`config.mk`:
```
export PLATFORM = sky130hd
export DESIGN_NAME = lobster_fetch_queue
export DESIGN_NICKNAME = d
export VERILOG_FILES = /design/src/rtl/lobster_fetch_queue.sv
export SDC_FILE = /design/constraint.sdc
export NUM_CORES = 1
export LEC_CHECK = 0
export CORE_MARGIN = 1
export CORE_UTILIZATION = 46
export CTS_CLUSTER_DIAMETER = 120
export CTS_CLUSTER_SIZE = 8
export DETAILED_ROUTE_END_ITERATION = 8
export PLACE_DENSITY = 0.76
export SKIP_CTS_REPAIR_TIMING = 1
export SLEW_MARGIN = 25
export SYNTH_ARGS = -nofsm -noshare
export SYNTH_HDL_FRONTEND = slang
export SYNTH_SLANG_ARGS = --single-unit
```
`constraint.sdc`:
```
create_clock -name clk -period 5.74 [get_ports clk]
set_input_delay 1.148 -clock clk [delete_from_list [all_inputs] [get_ports clk]]
set_output_delay 1.148 -clock clk [all_outputs]
set_load 0.1 [all_outputs]
```
`src/rtl/lobster_fetch_queue.sv`:
```
// Instruction fetch queue: issues sequential 8-byte bundle reads over req/ack,
// buffers returned bundles in a small FIFO, and presents them with their
// address on a valid/ready port. A redirect flushes the queue and restarts
// fetch; a request already on the bus is drained and its data dropped.
module lobster_fetch_queue #(
  parameter int                    ADDR_WIDTH = 36,
  parameter int                    DEPTH      = 4,
  parameter logic [ADDR_WIDTH-1:0] RESET_PC   = '0
) (
  input  logic                  clk,
  input  logic                  rst,
  output logic                  mem_req,
  output logic [ADDR_WIDTH-1:0] mem_addr,
  input  logic                  mem_ack,
  input  logic [63:0]           mem_data,
  input  logic                  redirect,
  input  logic [ADDR_WIDTH-1:0] redirect_pc,
  output logic                  out_valid,
  input  logic                  out_ready,
  output logic [ADDR_WIDTH-1:0] out_addr,
  output logic [63:0]           out_data,
  output logic [ADDR_WIDTH-1:0] fetch_pc
);

  localparam int PW = $clog2(DEPTH);
  localparam int CW = PW + 1;
  localparam logic [CW-1:0] FULL = CW'(DEPTH);

  typedef enum logic [1:0] {IDLE, REQ, DISCARD} state_t;

  typedef struct packed {
    logic [ADDR_WIDTH-1:0] addr;
    logic [63:0]           data;
  } entry_t;

  state_t                state, state_nxt;
  logic [ADDR_WIDTH-1:0] pc;
  logic [ADDR_WIDTH-1:0] disc_addr;  // address of the request being drained
  logic [CW-1:0]         count, count_nxt;
  logic [PW-1:0]         wptr, rptr;
  entry_t                mem [DEPTH];
  logic                  push, pop;
  logic                  unused_pc_lsb;

  assign unused_pc_lsb = ^redirect_pc[2:0];

  assign mem_req   = (state == REQ) || (state == DISCARD);
  assign mem_addr  = (state == DISCARD) ? disc_addr : pc;
  assign fetch_pc  = pc;
  assign out_valid = (count != '0) && !redirect;
  assign out_addr  = (count != '0) ? mem[rptr].addr : '0;
  assign out_data  = (count != '0) ? mem[rptr].data : '0;
  assign push      = (state == REQ) && mem_ack && !redirect;
  assign pop       = out_valid && out_ready;
  assign count_nxt = count + CW'(push) - CW'(pop);

  // Next-state logic; a pop in IDLE only frees space for the following cycle.
  always_comb begin
    state_nxt = state;
    case (state)
      IDLE: begin
        if (redirect || count < FULL) state_nxt = REQ;
      end
      REQ: begin
        if (redirect)     state_nxt = mem_ack ? REQ : DISCARD;
        else if (mem_ack) state_nxt = (count_nxt < FULL) ? REQ : IDLE;
      end
      DISCARD: begin
        if (!redirect && mem_ack) state_nxt = REQ;
      end
      default: state_nxt = IDLE;
    endcase
  end

  // State, fetch PC, occupancy and pointers; redirect flushes everything.
  always_ff @(posedge clk) begin
    if (rst) begin
      state     <= IDLE;
      pc        <= RESET_PC;
      disc_addr <= '0;
      count     <= '0;
      wptr      <= '0;
      rptr      <= '0;
    end else begin
      state <= state_nxt;
      if (redirect) begin
        pc    <= {redirect_pc[ADDR_WIDTH-1:3], 3'b000};
        count <= '0;
        wptr  <= '0;
        rptr  <= '0;
        if (state == REQ && !mem_ack) disc_addr <= pc;
      end else begin
        if (push) begin
          pc   <= pc + ADDR_WIDTH'(8);
          wptr <= wptr + PW'(1);
        end
        if (pop) rptr <= rptr + PW'(1);
        count <= count_nxt;
      end
    end
  end

  // FIFO storage; contents are only visible while count is non-zero.
  always_ff @(posedge clk) begin
    if (!rst && push) mem[wptr] <= '{addr: pc, data: mem_data};
  end

endmodule

```
==> impl_summary.md <==
Drt
The via count of the routed design is 11.1k. The average detailed-routed wire length per instance is 21.6 microns. The residual DRC count is 0. The number of DRC markers after the initial detailed-route iteration is 689. The detail-routed via count per cell is approximately 5.6. The final layout contains routed wiring with a total length of between 40 and 50 mm. The count of nets left with antenna violations after detail routing is 0. The number of detailed-route iterations in the first pass is 5.

Critical path
STA classifies the critical path endpoint as an output pin. The critical path buffer and inverter count is 2. The type of the worst setup path is reg -> out.

For flop-to-flop paths, the worst setup slack is 2820 ps. The critical path's largest stage delay is 1020 ps. The biggest fanout along the worst timing path is 43. In this run the worst setup path terminates at out_data[50]. Walking the worst path, the cells encountered are buf_12 > mux4_2 > and2_1 > clkdlybuf4s50_1. STA classifies the critical path startpoint as a flip-flop. The beginning of the worst register-to-register path is state[1]. In this run the critical register-to-register path is captured at mem[1][57]. STA puts the critical path data required time at about 4600 ps. The slowest stage of the critical path is the sky130_fd_sc_hd__clkdlybuf4s50_1 cell. The path depth of the worst reg2reg path is 6.

The number of logic stages on the critical path including buffering is 4. STA puts the critical path data arrival time at 3460 ps. The kind of cell with the highest combined delay along the critical path is buffers and inverters.

Worst hold path
The startpoint identified for the worst hold timing path is disc_addr[30]. The cell depth of the worst min-delay path is 2. The worst min-delay path category is reg -> reg.

CTS
Clock tree synthesis selected as its root buffer the cell sky130_fd_sc_hd__clkbuf_16. No sink is reached through more buffers than the 3 on the longest clock path. At the later pin of the worst-skew pair, clock insertion delay measures 560 ps.

The CTS buffer count is 68. The CTS tree is done. The H-tree was split into 3 levels. The number of sinks on the clock net is 465. After clock tree synthesis, the clock-pin slew on the worst setup and hold paths is roughly 50 ps.

Placement
The worst setup timing slack at the placement stage is 1610 ps. The HPWL after detailed placement is about 26 mm. The number of port buffers is 266.

At the end of routability-driven placement, the weighted congestion stood at between 0.8 and 0.9. The number of placed cells counting well taps is 1,895.

Finish
The net count of the finished layout is 1,557. The sequential cells in the finished layout cover a total of approximately 13,000 sq um. In the final layout, the multi-input gates occupy 5350 sq um. The count of filler cells inserted in the layout is approximately 3k. The post-route netlist has 16.4% of its cells at a drive strength greater than 1.

The final standard cell count with taps included and fillers excluded is about 2.0k. The area growth from synthesis to final layout is 26.8%.

Timing
Setup repair after global routing left no endpoint under its margin. After routing, the total negative slack on setup checks comes to 0 ps. The number of setup violations in the final report is 0.

The worst path meets setup with 1130 ps of slack. The part of the cycle the worst path needs is 80.3%. The maximum achievable frequency is 0.217 GHz. Measured against its own limit, the worst slew margin works out to 27.0%. The post-layout minimum cycle time is 4610 ps.

The number of endpoints with negative hold slack in the final report was 0. For the pin with the worst max-slew slack, the measured transition is 1090 ps. The worst hold slack is 452 ps. Between clock sinks in the finished design, the worst skew comes to 13.4 ps. The number of max-slew violations in the final report is 0.

Synthesis
Of the post-synthesis cell area, the dominant cell type holds about three fifths. The combined area of all synthesized cells is 18,900 sq um. After synthesis, the netlist uses 57 different library cells. A synthesized cell averages 16.3 sq um. Among all flip-flop cells after synthesis, the most frequent one is sky130_fd_sc_hd__edfxtp_1. The cell type with the highest aggregate area in the netlist is sky130_fd_sc_hd__edfxtp_1.

In this run, synthesis produced a sequential element count of about 470. In the synthesized netlist, the number of instances is ~1.2k. After synthesis, flip-flops and latches occupy 69.6% of the total area. Sorting the synthesized cells by area gives the leading types as sky130_fd_sc_hd__edfxtp_1, sky130_fd_sc_hd__mux4_2, sky130_fd_sc_hd__dfxtp_1. For this run, asynchronously set or reset flops after synthesis account for 0%. In the post-synthesis netlist, the cell with the most instances is sky130_fd_sc_hd__edfxtp_1. Counting flops with a built-in enable in the synthesized netlist gives 388. Yosys printed 0 warnings. Ranked by instance count, the synthesized netlist is headed by sky130_fd_sc_hd__edfxtp_1, sky130_fd_sc_hd__and2_1, sky130_fd_sc_hd__nand2_1.

Global route
The number of global-route vias before repair was between 10k and 15k. Summed over all layers, the global routing overflow is 0. The first global-routing pass estimated 66.2 mm of wire. The initial antenna violation count is 1. Entering global routing, the biggest net connects 75 pins. The all-layer global routing usage is 20.9%.

Floorplan
The count of boundary I/O pins is 279. The floorplan step defined a die boundary enclosing approximately 42,000 sq um. The starting density of the core is 47.1%. The width of the die is 205 microns. The vertical extent of the die is 205 microns. In this run the standard cell core region covers between 40,000 and 50,000 sq um. The row count is 73.

Power and ir drop
The completed layout was analyzed and its total power is ~8100 uW. The worst-case IR drop observed on VDD is around 0.00023 V. The power density over cell area is 338 nW/um^2. Summed over all cells, the static leakage comes to 0.00770 uW.

Status
The flow ran to the end, and the final reports show no timing, DRC or antenna violations.

Job
The number of max-cap violations is 0.
worst min-delay path: cells and delay by family, from the launching register on:
kind | cells | cell delay (ps)
DFF | 1 | 300
and+or+nand+nor | 1 | 50
AOI/OAI and AO/OA | 1 | 50
layout make-up:
class | instances | area share (%)
Multi-Input combinational cell | 600 | 22.3
Clock buffer | 87 | 7.38
Clock inverter | 7 | 0.286
Tap cell | 525 | 2.73
Antenna cell | 1 | 0.0104
Sequential cell | 465 | 55.0
Timing Repair Buffer | 284 | 12.0
Inverter | 21 | 0.328
through the flow:
stage / instance area, sq um / util, %
after floorplan: 19000 / -
after global placement: 22200 / 55.2
after detailed placement: 22200 / 55.2
after CTS: 24000 / 59.8
after global routing: 24000 / 59.8
final: 24000 / 59.8
sequential cells by signal, indices dropped and copies added, names as in the netlist, named ones only:
signal,flops
mem,388
disc_addr,33
state,2
rptr,2
count,3
fetch_pc,33
wptr,2
power breakdown:
group          leakage (uW)  switching [uW]  internal, uW
sequential          0.00414            71.0          3710
combinational       0.00266             613           239
clock              0.000894            1350          2140
total               0.00770            2030          6090
worst min path at each step:
stage | endpoint | slack (ps)
2_1_floorplan | disc_addr[10] | 430
3_3_place_gp | disc_addr[34] | 440
3_5_place_dp | disc_addr[24] | 450
4_1_cts | disc_addr[24] | 450
5_1_grt | disc_addr[4] | 460
6_report | disc_addr[30] | 450
cell families after synthesis:
family	Yosys count	share of synthesized area, %
flip-flops	465	69.6
AO/OA/AOI/OAI	100	3.59
multiplexers	128	13.4
XOR/XNOR	16	0.740
buffers and inverters	104	2.36
adder cells (fa/ha/maj)	12	0.832
other	1	0.0198
AND/OR/NAND/NOR	335	9.45
routing by layer:
layer | share of wire, % | vias up | GRT usage (%) | wire length, microns
met4 | 2.2 | 2 | 6.59 | 938
li1 | - | 5038 | - | -
met3 | 8.8 | 76 | 6.06 | 3790
met5 | 0.037 | - | 0 | 16
met2 | 47 | 457 | 33.6 | 20400
met1 | 42 | 5519 | 27.2 | 17900
cell usage in the layout, fill, tap and decap left out, types with 31 or more instances in the layout:
master,count
sky130_fd_sc_hd__clkbuf_16,68
sky130_fd_sc_hd__mux4_2,97
sky130_fd_sc_hd__nor2_1,35
sky130_fd_sc_hd__dfxtp_1,75
sky130_fd_sc_hd__and2_1,102
sky130_fd_sc_hd__edfxtp_1,388
sky130_fd_sc_hd__mux2_2,31
sky130_fd_sc_hd__nand2_1,98
sky130_fd_sc_hd__clkdlybuf4s50_1,261
sky130_fd_sc_hd__a21oi_1,39
No activity file was read; power rests on OpenSTA's default activity.
